File: config.mk
export PLATFORM = sky130hd
export DESIGN_NAME = pipe_ctrl
export DESIGN_NICKNAME = d
export VERILOG_FILES = /design/src/rtl/pipe_ctrl.sv
export SDC_FILE = /design/constraint.sdc
export NUM_CORES = 1
export LEC_CHECK = 0
export BUFFER_PORTS_ARGS = -buffer_cell sky130_fd_sc_hd__buf_2
export CAP_MARGIN = 20
export CORE_MARGIN = 10
export CORE_UTILIZATION = 34
export CTS_BUF_LIST = sky130_fd_sc_hd__clkbuf_8
export DETAILED_ROUTE_END_ITERATION = 10
export HOLD_SLACK_MARGIN = 0.05
export PLACE_DENSITY_LB_ADDON = 0.1
export SYNTH_ARGS = -nofsm -noshare
export SYNTH_HDL_FRONTEND = slang
export SYNTH_SLANG_ARGS = --single-unit
File: constraint.sdc
create_clock -name clk -period 2.3 [get_ports clk]
set_clock_uncertainty 0.15 [all_clocks]
set_input_delay 0.115 -clock clk [delete_from_list [all_inputs] [get_ports clk]]
set_output_delay 0.115 -clock clk [all_outputs]
set_load 0.005 [all_outputs]
File: src/rtl/pipe_ctrl.sv
// Pipeline hazard controller: resolves traps, memory waits, mul/div waits,
// branch redirects, load-use hazards and fetch stalls into PC and
// pipeline-register enable/flush controls, and keeps stall/flush statistics.
module pipe_ctrl #(
    parameter int unsigned AW    = 5,
    parameter int unsigned CNT_W = 32,
    parameter int unsigned DRAIN = 1
) (
    input  logic             clk,
    input  logic             rst,
    input  logic [AW-1:0]    id_rs1,
    input  logic [AW-1:0]    id_rs2,
    input  logic             id_rs1_used,
    input  logic             id_rs2_used,
    input  logic [AW-1:0]    ex_rd,
    input  logic             ex_is_load,
    input  logic             ex_redirect,
    input  logic             md_start,
    input  logic             md_done,
    input  logic             mem_busy,
    input  logic             imem_busy,
    input  logic             trap_req,
    output logic             pc_en,
    output logic [1:0]       pc_sel,
    output logic             en_fd,
    output logic             en_de,
    output logic             en_em,
    output logic             en_mw,
    output logic             fl_fd,
    output logic             fl_de,
    output logic             fl_em,
    output logic             fl_mw,
    output logic [CNT_W-1:0] stall_cnt,
    output logic [15:0]      flush_cnt
);

    localparam int unsigned DW = 3;

    typedef enum logic [1:0] {
        ST_RUN   = 2'd0,
        ST_MDIV  = 2'd1,
        ST_MEMW  = 2'd2,
        ST_DRAIN = 2'd3
    } state_e;

    state_e            state_q, state_d;
    logic [DW-1:0]     drain_q, drain_d;
    logic [CNT_W-1:0]  stall_q;
    logic [15:0]       flush_q;
    logic              flush_ev;
    logic              load_use;

    // Load-use hazard: ID reads the register a load in EX has not produced yet
    assign load_use = ex_is_load && (ex_rd != '0) &&
                      ((id_rs1_used && (id_rs1 == ex_rd)) ||
                       (id_rs2_used && (id_rs2 == ex_rd)));

    // State and drain-counter registers
    always_ff @(posedge clk or posedge rst) begin
        if (rst) begin
            state_q <= ST_RUN;
            drain_q <= '0;
        end else begin
            state_q <= state_d;
            drain_q <= drain_d;
        end
    end

    // Next state and prioritised pipeline controls (highest condition wins)
    always_comb begin
        state_d  = state_q;
        drain_d  = drain_q;
        pc_en    = 1'b1;
        pc_sel   = 2'd0;
        en_fd    = 1'b1;
        en_de    = 1'b1;
        en_em    = 1'b1;
        en_mw    = 1'b1;
        fl_fd    = 1'b0;
        fl_de    = 1'b0;
        fl_em    = 1'b0;
        fl_mw    = 1'b0;
        flush_ev = 1'b0;

        if (trap_req) begin
            pc_sel   = 2'd2;
            fl_fd    = 1'b1;
            fl_de    = 1'b1;
            fl_em    = 1'b1;
            fl_mw    = 1'b1;
            flush_ev = 1'b1;
            state_d  = ST_DRAIN;
            drain_d  = DW'(DRAIN);
        end else if (state_q == ST_DRAIN) begin
            pc_en = 1'b0;
            fl_fd = 1'b1;
            fl_de = 1'b1;
            fl_em = 1'b1;
            fl_mw = 1'b1;
            if (drain_q <= DW'(1)) begin
                state_d = ST_RUN;
                drain_d = '0;
            end else begin
                drain_d = drain_q - DW'(1);
            end
        end else if (mem_busy) begin
            pc_en   = 1'b0;
            en_fd   = 1'b0;
            en_de   = 1'b0;
            en_em   = 1'b0;
            fl_mw   = 1'b1;
            state_d = ST_MEMW;
        end else if ((state_q == ST_MDIV) && !md_done) begin
            pc_en = 1'b0;
            en_fd = 1'b0;
            en_de = 1'b0;
            fl_em = 1'b1;
        end else begin
            // RUN rules; also the exit cycle of MEMW and MDIV
            state_d = ST_RUN;
            if ((state_q == ST_RUN) && md_start) begin
                state_d = ST_MDIV;
            end
            if (ex_redirect) begin
                pc_sel   = 2'd1;
                fl_fd    = 1'b1;
                fl_de    = 1'b1;
                flush_ev = 1'b1;
            end else if (load_use) begin
                pc_en = 1'b0;
                en_fd = 1'b0;
                fl_de = 1'b1;
            end else if (imem_busy) begin
                pc_en = 1'b0;
                fl_fd = 1'b1;
            end
        end

        // Reset forces a full bubble load with the PC held
        if (rst) begin
            pc_en    = 1'b0;
            pc_sel   = 2'd0;
            en_fd    = 1'b1;
            en_de    = 1'b1;
            en_em    = 1'b1;
            en_mw    = 1'b1;
            fl_fd    = 1'b1;
            fl_de    = 1'b1;
            fl_em    = 1'b1;
            fl_mw    = 1'b1;
            flush_ev = 1'b0;
        end
    end

    // Wrapping statistics counters
    always_ff @(posedge clk or posedge rst) begin
        if (rst) begin
            stall_q <= '0;
            flush_q <= '0;
        end else begin
            if (!pc_en) begin
                stall_q <= stall_q + CNT_W'(1);
            end
            if (flush_ev) begin
                flush_q <= flush_q + 16'(1);
            end
        end
    end

    assign stall_cnt = stall_q;
    assign flush_cnt = flush_q;

endmodule
==> impl_metrics.env <==
export IMPL_ant_nets=0
export IMPL_worstPathArrival_ns=1.85
export IMPL_syn_avg_cell_area_um2=10.8
export IMPL_grt_overflow=0
export IMPL_antenna_found_initial=0
export IMPL_htree_levels=2
export IMPL_dp_cells=446
export IMPL_ys_ff_latch=53
export IMPL_core_area_mm2=0.00813
export IMPL_pre_cts_ws_ns=0.172
export IMPL_antenna_cells=0
export IMPL_ys_top_cells_by_area="dfrtp_1 47%, xnor2_1 9.4%, xor2_1 8.1%"
export IMPL_postSynthCellCount=260
export IMPL_async_flop_share_pct=100
export IMPL_die_area_mm2=0.0123
export IMPL_cp_required_ns=2.04
export IMPL_final_util_pct=43.3
export IMPL_grt_setup_unrepaired="false"
export IMPL_wirelength_um=6740
export IMPL_maxCapViolations=0
export IMPL_synth_yosys_warnings=0
export IMPL_hpwl_um=5230
export IMPL_layout_drive_gt1_share_pct=32.7
export IMPL_synth_common_cells="53 x dfrtp_1, 30 x xnor2_1, 26 x xor2_1"
export IMPL_path_clk_slew_ns=0.10
export IMPL_clk_latency_ns=0.30
export IMPL_synth_most_common_cell="dfrtp_1"
export IMPL_yosysUniqueCellTypes=40
export IMPL_final_hold_violation_count=0
export IMPL_crit_path_start_kind="flip-flop"
export IMPL_fin_setup_tns_ns=0
export IMPL_post_cts_buffers=0
export IMPL_vias=2234
export IMPL_worstSetupPathType="flip-flop to output port"
export IMPL_grt_pass1_wl_um=11500
export IMPL_finalMaxSlewViolations=0
export IMPL_routed_via_density=4.89
export IMPL_min_path_type="input pin to async pin"
export IMPL_ys_seq_area_share_pct=47.3
export IMPL_power_density_mw_per_mm2=743
export IMPL_areaGrowthSynthToFinish_pct=25.7
export IMPL_die_w_um=111
export IMPL_start_util_pct=34.5
export IMPL_fp_dieH_um=111
export IMPL_clock_fmax_ghz=0.473
export IMPL_cts_sinks=53
export IMPL_setup_violations=0
export IMPL_grt_max_degree=34
export IMPL_min_period_ns=2.11
export IMPL_place_gp_congestion=0.773
export IMPL_status="finished, final reports clean"
export IMPL_setup_slack_ns=0.187
export IMPL_cts_made_buffers=5
export IMPL_p_leak_nw=1.58
export IMPL_row_count=33
export IMPL_power_mw=2.62
export IMPL_nets=381
export IMPL_ys_flop_type="dfrtp_1"
export IMPL_portBuffers=83
export IMPL_period_share_pct=91.9
export IMPL_grt_pass1_vias=2334
export IMPL_synth_top_cell_area_share_pct=47.3
export IMPL_final_area_mm2=0.00352
export IMPL_place_area_mm2=0.00337
export IMPL_fin_cells=457
export IMPL_io_pins=85
export IMPL_cp_end_kind="output port"
export IMPL_holdWs_ns=0.249
export IMPL_synth_area_leader_cell="dfrtp_1"
export IMPL_syn_nets=290
export IMPL_grt_usage_pct=10.9
export IMPL_synth_enable_flop_cells=0
export IMPL_syn_area_mm2=0.00280
export IMPL_cp_max_fo=33
export IMPL_vdd_drop_max_mv=0.270
export IMPL_clock_tree_buffer_depth=2
export IMPL_cts_tree="built"
export IMPL_wl_per_cell_um=14.7
export IMPL_firstDrtPassIters=4
export IMPL_root_buffer="clkbuf_8"
export IMPL_first_iter_violations=56
export IMPL_post_route_drc_count=0
[final timing paths]
check / startpoint / endpoint / slack (ns) / cells past startpoint
worst min-delay path: rst / state_q[0] / 0.25 / 3
max in group asynchronous: rst / stall_cnt[9] / 1.24 / 4
worst min register to register: flush_cnt[15] / flush_cnt[15] / 0.32 / 1
min in group clk: md_done / state_q[0] / 0.25 / 3
worst max register to register: state_q[1] / stall_cnt[7] / 0.23 / 6
worst max-delay path: state_q[1] / pc_en / 0.19 / 6
[routing by layer]
layer	part of all wire (%)	GRT usage, %	wire, um	vias to the layer above
met2	45	17.2	3030	59
met1	47	13.8	3200	1080
li1	-	-	-	1093
met5	0	0	0	-
met3	6.8	3.90	460	2
met4	0.71	2.86	48	0
[worst max-delay path: stages, from the launching register on]
cell	delay [ns]
dfrtp_1	0.42
and2_1	0.22
nor3_2	0.24
a31oi_4	0.12
a31oi_4	0.17
buf_12	0.22
buf_2	0.15
[final cells by class]
class,count,area (um2)
multi-input combinational,191,1400
sequential,53,1330
timing repair buffer,92,515
clock inverter,2,37.5
inverter,8,30.0
tap,105,131
clock buffer,6,82.6
fill,837,4610
[timing repair]
action / 4_1_cts / 5_1_grt
endpoints found under the setup margin: 0 / 2
hold endpoints to repair: 34 / 0
hold buffers: 3 / 0
gates resized for setup: 0 / 2
[registers in the layout, summed over array words and instances, names as in the netlist]
register   flops
stall_cnt     32
flush_cnt     16
drain_q        3
state_q        2
[power breakdown]
part	switching [mW]	internal [mW]	total, mW
clock	0.311	0.354	0.666
sequential	0.205	1.09	1.30
combinational	0.334	0.323	0.657
total	0.849	1.77	2.62
[cell usage in the layout (no fill, tap or decap), types with 6 or more instances in the layout]
cell type,n
dfrtp_1,53
nor3_1,11
xor2_1,26
buf_2,83
xnor2_1,30
nand4_1,12
nand2_1,20
nor4_2,6
inv_1,7
nand3_1,12
clkbuf_8,6
nor2_1,14
and3_1,6
[cells by family (layout without fill, tap and decap cells)]
kind of cell / Yosys count / after routing / synth area share, %
flops: 53 / 53 / 47.3
mux: 2 / 2 / 0.804
simple gates: 110 / 110 / 24.4
compound gates: 18 / 18 / 5.04
xor+xnor: 56 / 56 / 17.5
fa+ha+maj: 4 / 4 / 1.79
other cells: 1 / 1 / 0.134
buf+inv: 16 / 108 / 2.99
Note: power is estimated with default switching activity, not from simulation.
